File: config.mk
export PLATFORM = sky130hd
export DESIGN_NAME = gpio_irq_ctrl
export DESIGN_NICKNAME = d
export VERILOG_FILES = /design/src/rtl/gpio_irq_ctrl.sv
export SDC_FILE = /design/constraint.sdc
export NUM_CORES = 1
export LEC_CHECK = 0
export CELL_PAD_IN_SITES_DETAIL_PLACEMENT = 1
export CELL_PAD_IN_SITES_GLOBAL_PLACEMENT = 1
export CORE_MARGIN = 4
export CORE_UTILIZATION = 30
export DETAILED_ROUTE_END_ITERATION = 12
export HOLD_SLACK_MARGIN = 0.03
export PLACE_DENSITY_LB_ADDON = 0.1
export SYNTH_ARGS = -nofsm -noshare
export SYNTH_HDL_FRONTEND = slang
export SYNTH_SLANG_ARGS = --single-unit
File: constraint.sdc
create_clock -name sys_clk -period 1.24 [get_ports sys_clk]
set_input_delay 0.31 -clock sys_clk [delete_from_list [all_inputs] [get_ports sys_clk]]
set_output_delay 0.31 -clock sys_clk [all_outputs]
set_load 0.005 [all_outputs]
File: src/rtl/gpio_irq_ctrl.sv
// gpio_irq_ctrl: WIDTH-bit GPIO block with an output register, synchronised and
// debounced inputs, per-bit rising/falling edge detection and a single
// interrupt line built from PENDING & IRQ_EN.
// The software port is word addressed. Writes take effect in a single cycle,
// and reads are registered with one cycle of latency.

module gpio_irq_ctrl #(
    parameter int WIDTH           = 8,
    parameter int SYNC_STAGES     = 2,
    parameter int DEBOUNCE_CYCLES = 16
) (
    input  logic             sys_clk,
    input  logic             rst_n,
    input  logic [WIDTH-1:0] gpio_i,
    output logic [WIDTH-1:0] gpio_o,
    input  logic             reg_we,
    input  logic             reg_re,
    input  logic [2:0]       reg_addr,
    input  logic [31:0]      reg_wdata,
    output logic [31:0]      reg_rdata,
    output logic             ext_irq
);

    localparam int CNT_W = $clog2(DEBOUNCE_CYCLES + 1);
    localparam logic [CNT_W-1:0] CNT_LAST = CNT_W'(DEBOUNCE_CYCLES - 1);
    localparam logic [CNT_W-1:0] CNT_ONE  = CNT_W'(1);

    localparam logic [2:0] ADDR_OUT     = 3'd0;
    localparam logic [2:0] ADDR_IN      = 3'd1;
    localparam logic [2:0] ADDR_RISE_EN = 3'd2;
    localparam logic [2:0] ADDR_FALL_EN = 3'd3;
    localparam logic [2:0] ADDR_IRQ_EN  = 3'd4;
    localparam logic [2:0] ADDR_PENDING = 3'd5;

    // Input path state
    logic [WIDTH-1:0] sync_q [SYNC_STAGES];
    logic [WIDTH-1:0] in_sync;
    logic [WIDTH-1:0] in_deb;
    logic [WIDTH-1:0] deb_flip;
    logic [CNT_W-1:0] deb_cnt      [WIDTH];
    logic [CNT_W-1:0] deb_cnt_next [WIDTH];

    // Software-visible registers
    logic [WIDTH-1:0] out_reg;
    logic [WIDTH-1:0] rise_en;
    logic [WIDTH-1:0] fall_en;
    logic [WIDTH-1:0] irq_en;
    logic [WIDTH-1:0] pending;

    // Bus decode and event logic
    logic [WIDTH-1:0] wdata_w;
    logic [WIDTH-1:0] rise_evt;
    logic [WIDTH-1:0] fall_evt;
    logic [WIDTH-1:0] w1c_mask;
    logic [WIDTH-1:0] pending_next;
    logic [31:0]      rd_mux;
    logic             wr_out;
    logic             wr_rise_en;
    logic             wr_fall_en;
    logic             wr_irq_en;
    logic             wr_pending;
    logic             wdata_unused;

    // Only the low WIDTH bits of the write bus carry register data.
    assign wdata_w      = reg_wdata[WIDTH-1:0];
    assign wdata_unused = ^reg_wdata;

    assign wr_out     = reg_we && (reg_addr == ADDR_OUT);
    assign wr_rise_en = reg_we && (reg_addr == ADDR_RISE_EN);
    assign wr_fall_en = reg_we && (reg_addr == ADDR_FALL_EN);
    assign wr_irq_en  = reg_we && (reg_addr == ADDR_IRQ_EN);
    assign wr_pending = reg_we && (reg_addr == ADDR_PENDING);

    // Multi-flop synchroniser bringing the asynchronous pins into sys_clk
    always_ff @(posedge sys_clk or negedge rst_n) begin
        if (!rst_n) begin
            for (int i = 0; i < SYNC_STAGES; i++) begin
                sync_q[i] <= '0;
            end
        end else begin
            sync_q[0] <= gpio_i;
            for (int i = 1; i < SYNC_STAGES; i++) begin
                sync_q[i] <= sync_q[i-1];
            end
        end
    end

    assign in_sync = sync_q[SYNC_STAGES-1];

    // Per-bit stability counter: a bit flips only after DEBOUNCE_CYCLES disagreeing cycles
    always_comb begin
        deb_flip = '0;
        for (int b = 0; b < WIDTH; b++) begin
            deb_cnt_next[b] = '0;
            if (in_sync[b] != in_deb[b]) begin
                if (deb_cnt[b] == CNT_LAST) begin
                    deb_flip[b] = 1'b1;
                end else begin
                    deb_cnt_next[b] = deb_cnt[b] + CNT_ONE;
                end
            end
        end
    end

    // Debounced value and counters
    always_ff @(posedge sys_clk or negedge rst_n) begin
        if (!rst_n) begin
            in_deb <= '0;
            for (int b = 0; b < WIDTH; b++) begin
                deb_cnt[b] <= '0;
            end
        end else begin
            in_deb <= in_deb ^ deb_flip;
            for (int b = 0; b < WIDTH; b++) begin
                deb_cnt[b] <= deb_cnt_next[b];
            end
        end
    end

    // Edge events are taken from the debounced transition itself, so they land
    // on the same edge as the new debounced value. A simultaneous W1C loses to a new event.
    always_comb begin
        rise_evt     = deb_flip & ~in_deb & rise_en;
        fall_evt     = deb_flip &  in_deb & fall_en;
        w1c_mask     = wr_pending ? wdata_w : '0;
        pending_next = (pending & ~w1c_mask) | rise_evt | fall_evt;
    end

    // Software register writes and pending-latch update
    always_ff @(posedge sys_clk or negedge rst_n) begin
        if (!rst_n) begin
            out_reg <= '0;
            rise_en <= '0;
            fall_en <= '0;
            irq_en  <= '0;
            pending <= '0;
        end else begin
            if (wr_out) begin
                out_reg <= wdata_w;
            end
            if (wr_rise_en) begin
                rise_en <= wdata_w;
            end
            if (wr_fall_en) begin
                fall_en <= wdata_w;
            end
            if (wr_irq_en) begin
                irq_en <= wdata_w;
            end
            pending <= pending_next;
        end
    end

    // Read mux over current (pre-write) register contents, zero-extended to 32 bits
    always_comb begin
        rd_mux = '0;
        case (reg_addr)
            ADDR_OUT:     rd_mux = 32'(out_reg);
            ADDR_IN:      rd_mux = 32'(in_deb);
            ADDR_RISE_EN: rd_mux = 32'(rise_en);
            ADDR_FALL_EN: rd_mux = 32'(fall_en);
            ADDR_IRQ_EN:  rd_mux = 32'(irq_en);
            ADDR_PENDING: rd_mux = 32'(pending);
            default:      rd_mux = '0;
        endcase
    end

    // Registered read data, held while no read is requested
    always_ff @(posedge sys_clk or negedge rst_n) begin
        if (!rst_n) begin
            reg_rdata <= '0;
        end else if (reg_re) begin
            reg_rdata <= rd_mux;
        end
    end

    assign gpio_o  = out_reg;
    assign ext_irq = |(pending & irq_en);

endmodule

==> results of run 1 <==
[power by group through the flow]
stage	sequential (mW)	clock [mW]	combinational (mW)
5_1_grt	4.34	3.43	1.59
6_report	4.29	3.13	1.42
3_5_place_dp	4.35	0	1.32
2_1_floorplan	4.28	0	0.638
3_3_place_gp	4.34	0	1.29
4_1_cts	4.27	3.26	1.38
[Yosys cell counts (3+ instances only)]
master,instances
sky130_fd_sc_hd__a22oi_1,4
sky130_fd_sc_hd__dfrtp_1,112
sky130_fd_sc_hd__nand2_1,18
sky130_fd_sc_hd__nand2b_1,6
sky130_fd_sc_hd__nand3b_1,11
sky130_fd_sc_hd__clkbuf_1,4
sky130_fd_sc_hd__nand3_1,16
sky130_fd_sc_hd__nor2_1,34
sky130_fd_sc_hd__buf_2,5
sky130_fd_sc_hd__ha_1,8
sky130_fd_sc_hd__o22ai_1,3
sky130_fd_sc_hd__mux2_2,43
sky130_fd_sc_hd__and3_1,10
sky130_fd_sc_hd__mux2i_1,16
sky130_fd_sc_hd__o22a_1,4
sky130_fd_sc_hd__buf_4,24
sky130_fd_sc_hd__inv_1,3
sky130_fd_sc_hd__and2_1,14
sky130_fd_sc_hd__a21oi_1,7
sky130_fd_sc_hd__a31oi_1,6
sky130_fd_sc_hd__a22o_1,8
sky130_fd_sc_hd__xor2_1,24
sky130_fd_sc_hd__o21ai_0,19
[final cells by class]
cell class | instances | area (sq um)
flip-flops and latches | 112 | 2803
inverters | 3 | 11.26
well taps | 216 | 270.3
multi-input cells | 286 | 2291
repair buffers | 141 | 1152
clock buffers | 9 | 225.2
fillers | 1759 | 9209
clock inverters | 7 | 96.34
[critical path, cell delays in order, from the launching register on]
cell and delay [ns]:
sky130_fd_sc_hd__dfrtp_1 0.39, sky130_fd_sc_hd__a22oi_2 0.22, sky130_fd_sc_hd__nand4_1 0.15, sky130_fd_sc_hd__buf_2 0.16
[how the worst max path moves through the flow]
| stage | startpoint | endpoint | slack, ns | cells past startpoint |
|---|---|---|---|---|
| floorplan | reg_addr[2] | gpio_o[0] | -0.35 | 5 |
| global placement | reg_addr[2] | gpio_o[6] | -0.64 | 5 |
| detailed placement | reg_addr[2] | gpio_o[3] | -0.66 | 5 |
| CTS | pending[5] | ext_irq | -0.42 | 3 |
| global route | pending[5] | ext_irq | -0.43 | 3 |
| finish | irq_en[5] | ext_irq | -0.35 | 3 |
[metal layers]
layer  track usage, %  part of all wire, %
met1            17.84                   44
met2            24.75                   51
met3            3.272                  3.3
met4            3.695                  1.2
met5                0                    0
[registers in the layout, summed over array words and instances, names as in the netlist, named ones only]
name and cells:
reg_rdata 8, irq_en 8, fall_en 8, pending 8, sync_q 8, gpio_o 8, deb_cnt 40, rise_en 8
in_sync 8
[timing repair]
action | CTS | global route
cloned | 0 | 0
endpoints found under the hold margin | 17 | 0
hold buffers | 1 | 0
setup endpoints to repair | 73 | 36
pin swaps | 20 | 21
setup buffers | 17 | 9
gates resized for setup | 117 | 32
[logic make-up (layout without fill, tap and decap cells)]
logic type	Yosys count	count (layout)	share of synthesized area [%]
AO/OA/AOI/OAI	54	54	6.976
XOR/XNOR	24	24	4.231
other	1	24	0.07548
adder cells (fa/ha/maj)	8	8	2.015
buffers and inverters	38	160	5.112
AND/OR/NAND/NOR	117	117	12.21
multiplexers	59	59	12.97
flip-flops	112	112	56.41
==> results by group, run 1 <==
Outcome
  • Result of the run: finished, violations left
  • Failing checks: setup timing

Global route
  • Sum of overflow across all layers after global routing: 0
  • Via count of the first global-routing pass: 3,919
  • First-pass GRT wire length: between 20,000 and 25,000 um
  • GR Util All Layers: 14.24%
  • Antenna violations before repair: 0
  • Pin count of the biggest net entering global routing: 36

Logic synthesis
  • Share of the yosys chip area belonging to registers: a little under three fifths
  • Count of flip-flops with a built-in enable after synthesis: 0
  • Proportion of register bits with asynchronous set or reset after synthesis: 100.0%
  • Number of warnings issued by yosys: 0
  • Post-synth top area share: between 50% and 60%
  • Number of cells produced by synthesis: approximately 410
  • Syn avg cell area: 12.03 sq um
  • Combined area of all synthesized cells: slightly below 5000 sq um
  • Cells taking the most area after synthesis: sky130_fd_sc_hd__dfrtp_1, sky130_fd_sc_hd__mux2_2, sky130_fd_sc_hd__xor2_1
  • Most instantiated flip-flop cell in the synthesis netlist: sky130_fd_sc_hd__dfrtp_1
  • Distinct cells, synth: 35
  • Cell taking the most area after synthesis: sky130_fd_sc_hd__dfrtp_1
  • Count of state elements after synthesis: 112

Worst hold path
  • Hold Path Class: flip-flop to flip-flop
  • Count of cells along the worst hold path: 0
  • Hold Startpoint: sync_q[10]
  • Endpoint of the worst hold path: in_sync[2]

Setup path
  • Endpoint kind of the worst setup timing path: primary output
  • Req. time, crit path: approximately 0.93 ns
  • Crit path arrival time: between 1 and 1.5 ns
  • Length in cells of the worst reg-to-reg path: 6
  • Type of the setup path with the least slack: flip-flop to primary output
  • Kind of start point of the critical path: flip-flop
  • Reg-to-reg setup timing slack: -0.02 ns
  • FF-to-FF End: reg_rdata[5]
  • RR Startpoint: pending[5]
  • Critical Path Fanout Max: 2

Finish
  • Leading cell type in the layout, fill and taps excluded: sky130_fd_sc_hd__dfrtp_1
  • Non-filler cells, final: 774
  • Number of nets in the finished design: roughly 600
  • Number of inserted diodes: 0
  • Most frequent cells in the layout: sky130_fd_sc_hd__dfrtp_1, sky130_fd_sc_hd__buf_4, sky130_fd_sc_hd__mux2_2
  • Share of post-route cells with drive strength above 1: between 30% and 40%
  • Area delta synth->final: 37.85%
  • Post-Route Utilization: between 40% and 50%
  • Fin area: approximately 7000 sq um

Power
  • Share of power burned in combinational logic: between 10% and 20%
  • Internal Dissipation: around 6.6 mW
  • Part of the total power dissipated in the clock network: a little over a third
  • Final Power: 8.831 mW
  • Sequential group share of total power: roughly half
  • Power Dens Cells: 1289 nW/um^2
  • P_leak: about 3.2 nW
  • Proportion of total power due to net switching: 25.05%
  • Reported net switching power: around 2.2 mW
  • Maximum VDD drop: approximately 0.7 mV

Clock tree
  • TritonCTS Sinks: around 110
  • Clk_lat worst skew: around 0.35 ns
  • # H-tree levels: 3
  • TritonCTS clock tree: yes
  • Cell at the root of the clock tree: sky130_fd_sc_hd__clkbuf_16
  • Buffer depth of the longest clock path: 2
  • Clock-pin slew on the worst setup and hold paths: 0.08 ns
  • Number of clock buffers inserted by TritonCTS: 9

Die
  • Placeable core region: about 16,000 sq um
  • FP Rows: 46
  • Initial standard-cell utilization of the core: roughly 31%
  • Number of ports placed on the die boundary: 88
  • Die Span X: about 140 um
  • Die Height: approximately 140 um
  • Die area: approximately 19,000 sq um

STA
  • Worst hold slack: around 0.35 ns
  • Worst Setup Slack, final: -0.3455 ns
  • Final Cycle Share: 127.9%
  • Largest clock skew in the final design: 0.009714 ns
  • RSZ-0062 raised after global routing: yes
  • Clock period minus worst slack: ~1.6 ns
  • Maximum clock frequency: about 0.63 GHz
  • Setup Total Neg Slack: -0.3620 ns
  • Hold Vio Cnt, Final: 0
  • Max-slew violations: 0
  • Endpoints failing setup: 2

Place
  • Cell Area, Placed: 6137 sq um
  • Gpl congestion: approximately 0.71
  • Placed instance count: roughly 730
  • HPWL after detailed placement: approximately 9000 um
  • IO Port Bufs: 39
  • Placement-stage worst setup slack: -0.6560 ns

Routing
  • Routed length per instance: 15.78 um
  • Length of the first detailed-routing pass in iterations: 4
  • Routed vias: 3,522
  • Number of nets with antenna violations after detailed routing: 0
  • Drt via density: about 4.6
  • Post-detailed-routing wire length: approximately 12,000 um
  • Residual DRC count: 0
  • Starting DRC count in detailed routing: 120

Run
  • Max Cap Viol: 0
Power figures use the tool's default switching activity.
==> inputs of run 2 (changes only) <==
--- a/config.mk
+++ b/config.mk
@@ -5,6 +5,7 @@
 export SDC_FILE = /design/constraint.sdc
 export NUM_CORES = 1
 export LEC_CHECK = 0
+export CAP_MARGIN = 15
 export CELL_PAD_IN_SITES_DETAIL_PLACEMENT = 1
 export CELL_PAD_IN_SITES_GLOBAL_PLACEMENT = 1
 export CORE_MARGIN = 4
==> results of run 2 <==
Same layout as run 1: the final DEF is identical, and so are final timing and power.
==> inputs of run 3 (changes only) <==
--- a/config.mk
+++ b/config.mk
@@ -10,7 +10,9 @@
 export CELL_PAD_IN_SITES_GLOBAL_PLACEMENT = 1
 export CORE_MARGIN = 4
 export CORE_UTILIZATION = 30
+export CTS_BUF_LIST = sky130_fd_sc_hd__clkbuf_16
 export DETAILED_ROUTE_END_ITERATION = 12
+export GPL_TIMING_DRIVEN = 0
 export HOLD_SLACK_MARGIN = 0.03
 export PLACE_DENSITY_LB_ADDON = 0.1
 export SYNTH_ARGS = -nofsm -noshare
==> results by group, run 3 (same netlist as run 1, synthesis figures left out) <==
Setup path
  • Kind of start point of the critical path: flip-flop (unchanged)
  • Endpoint kind of the worst setup timing path: primary output (unchanged)
  • Critical path startpoint: pending[5] (was irq_en[5])
  • Worst path buffer plus inverter count: 1 (unchanged)
  • Reg-to-reg setup timing slack: 0.03 ns (was -0.02 ns)
  • Critical Path Fanout Max: 2 (unchanged)
  • CP max stage delay: 0.39 ns (about the same)
  • Crit path cell chain: a22oi_2 > nand4_1 > buf_2 (unchanged)
  • RR Startpoint: deb_cnt[5] (was pending[5])
  • Cell family with most CP delay: flip-flops (unchanged)
  • Crit path arrival time: 1.32 ns (was 1.28 ns)
  • Req. time, crit path: 0.93 ns (about the same)
  • Cell type of the slowest stage on the worst timing path: sky130_fd_sc_hd__dfrtp_1 (unchanged)
  • Type of the setup path with the least slack: flip-flop to primary output (unchanged)
  • Length in cells of the worst reg-to-reg path: 4 (was 6)

Finish
  • Register name with the most flops: deb_cnt (unchanged)
  • Share of post-route cells with drive strength above 1: 37.27% (was 38.53%)
  • Area delta synth->final: 37.57% (was 37.85%)
  • Number of nets in the finished design: 600 (was 608)
  • Most frequent cells in the layout: sky130_fd_sc_hd__dfrtp_1, sky130_fd_sc_hd__buf_4, sky130_fd_sc_hd__mux2_2 (unchanged)
  • Number of inserted diodes: 0 (unchanged)
  • Leading cell type in the layout, fill and taps excluded: sky130_fd_sc_hd__dfrtp_1 (unchanged)
  • # fillers: 1,731 (was 1,759)
  • Number of flip-flops in the largest register: 40 (unchanged)
  • Fin area: 6835 sq um (was 6849 sq um)
  • Post-Route Utilization: 42.57% (was 42.65%)

Die
  • Die Span X: 136.7 um (unchanged)
  • FP Rows: 46 (unchanged)
  • Die Height: 136.7 um (unchanged)
  • Die area: 18,680 sq um (unchanged)
  • Placeable core region: 16,060 sq um (unchanged)
  • Initial standard-cell utilization of the core: 30.94% (unchanged)
  • Number of ports placed on the die boundary: 88 (unchanged)

Power
  • P_leak: 3.246 nW (about the same)
  • Maximum VDD drop: 0.7425 mV (was 0.7007 mV)
  • Power Dens Cells: 1312 nW/um^2 (was 1289 nW/um^2)

Clock tree
  • TritonCTS clock tree: yes (unchanged)
  • Number of clock buffers inserted by TritonCTS: 9 (unchanged)
  • Cell at the root of the clock tree: sky130_fd_sc_hd__clkbuf_16 (unchanged)
  • Buffer depth of the longest clock path: 2 (unchanged)
  • # H-tree levels: 3 (unchanged)
  • Clock-pin slew on the worst setup and hold paths: 0.07 ns (was 0.08 ns)
  • Clk_lat worst skew: 0.36 ns (was 0.35 ns)
  • TritonCTS Sinks: 112 (unchanged)

Routing
  • Residual DRC count: 0 (unchanged)
  • Post-detailed-routing wire length: 12,520 um (was 12,220 um)
  • Number of nets with antenna violations after detailed routing: 0 (unchanged)
  • Starting DRC count in detailed routing: 149 (was 120)
  • Length of the first detailed-routing pass in iterations: 4 (unchanged)
  • Routed vias: 3,471 (was 3,522)
  • Routed length per instance: 16.34 um (was 15.78 um)
  • Drt via density: 4.531 (was 4.550)

STA
  • RSZ-0062 raised after global routing: yes (unchanged)
  • Endpoints failing setup: 4 (was 2)
  • Maximum clock frequency: 0.6136 GHz (was 0.6307 GHz)
  • Final Cycle Share: 131.4% (was 127.9%)
  • Clock period minus worst slack: 1.630 ns (was 1.586 ns)
  • Setup Total Neg Slack: -0.4069 ns (was -0.3620 ns)
  • Hold Vio Cnt, Final: 0 (unchanged)
  • Worst hold slack: 0.3500 ns (about the same)
  • Largest clock skew in the final design: 0.007133 ns (was 0.009714 ns)
  • Max-slew violations: 0 (unchanged)
  • Worst Setup Slack, final: -0.3898 ns (was -0.3455 ns)

Global route
  • Via count of the first global-routing pass: 3,704 (was 3,919)
  • GR Util All Layers: 14.15% (was 14.24%)
  • First-pass GRT wire length: 20,150 um (was 20,620 um)
  • Antenna violations before repair: 0 (unchanged)
  • Sum of overflow across all layers after global routing: 0 (unchanged)
  • Pin count of the biggest net entering global routing: 77 (was 36)

Worst hold path
  • Hold Startpoint: sync_q[13] (was sync_q[10])
  • Hold Path Class: flip-flop to flip-flop (unchanged)
  • Count of cells along the worst hold path: 0 (unchanged)
  • Endpoint of the worst hold path: in_sync[5] (was in_sync[2])

Place
  • IO Port Bufs: 38 (was 39)
  • Cell Area, Placed: 5772 sq um (was 6137 sq um)
  • Gpl congestion: 0.7405 (was 0.7070)
  • HPWL after detailed placement: 8040 um (was 8816 um)

Run
  • Max Cap Viol: 0 (unchanged)

Outcome
  • Result of the run: finished, violations left (unchanged)
  • Failing checks: setup timing (unchanged)
run 3: cell types whose count changed in the layout (fill, tap and decap cells not counted), moves of 2 or more:
cell,change
sky130_fd_sc_hd__clkinv_1,+2
sky130_fd_sc_hd__buf_6,+6
sky130_fd_sc_hd__buf_4,-11
sky130_fd_sc_hd__xor2_2,+2
sky130_fd_sc_hd__buf_12,-5
sky130_fd_sc_hd__xor2_1,-2
sky130_fd_sc_hd__clkinvlp_4,-2
sky130_fd_sc_hd__mux2_2,-4
sky130_fd_sc_hd__clkbuf_2,-3
sky130_fd_sc_hd__mux2_4,+4
run 3: how the worst max path moves through the flow:
stage,cells past startpoint,slack (ns),endpoint
6_report,3,-0.39,ext_irq
5_1_grt,3,-0.45,ext_irq
4_1_cts,3,-0.43,ext_irq
3_5_place_dp,5,-1.19,gpio_o[5]
3_3_place_gp,1,-4.70,deb_cnt[21]
2_1_floorplan,5,-0.35,gpio_o[0]
run 3: repair_timing:
item	CTS	global route
pin swaps	20	18
resized for setup	132	32
hold buffers	1	0
setup buffers	48	10
endpoints found under the hold margin	36	0
endpoints found under the setup margin	75	122
cloned	0	1
run 3: final cells by class:
class                   count  area (sq um)  area share [%]
plain buffers              34         285.3           4.174
clock buffers               9         225.2           3.295
flip-flops and latches    112          2803           41.00
repair buffers             99         808.3           11.82
multi-input cells         286          2322           33.97
inverters                   3         11.26          0.1647
well taps                 216         270.3           3.954
clock inverters             7         110.1           1.611
run 3: metal layers:
metal / wire length, um / global-route usage [%] / part of all wire, %
met5: 0 / 0 / 0
met4: 183 / 4.535 / 1.5
met2: 6189 / 23.14 / 49
met3: 390 / 3.419 / 3.1
met1: 5753 / 18.50 / 46
run 3: per-stage QoR:
stage	power, mW	std cells	setup slack, ns
2_1_floorplan	4.918	436	-0.3471
3_3_place_gp	5.457	690	-4.696
3_5_place_dp	5.502	691	-1.190
4_1_cts	9.043	755	-0.4323
5_1_grt	9.461	766	-0.4454
6_report	8.971	766	-0.3898
run 3: report_power, final:
| part | switching (mW) | leakage, nW | internal [mW] | total, mW |
|---|---|---|---|---|
| Sequential | 0.289 | 1.43 | 4.00 | 4.29 |
| Clock | 1.37 | 0.161 | 1.96 | 3.32 |
| Combinational | 0.556 | 1.66 | 0.798 | 1.35 |
| Total | 2.21 | 3.25 | 6.76 | 8.97 |
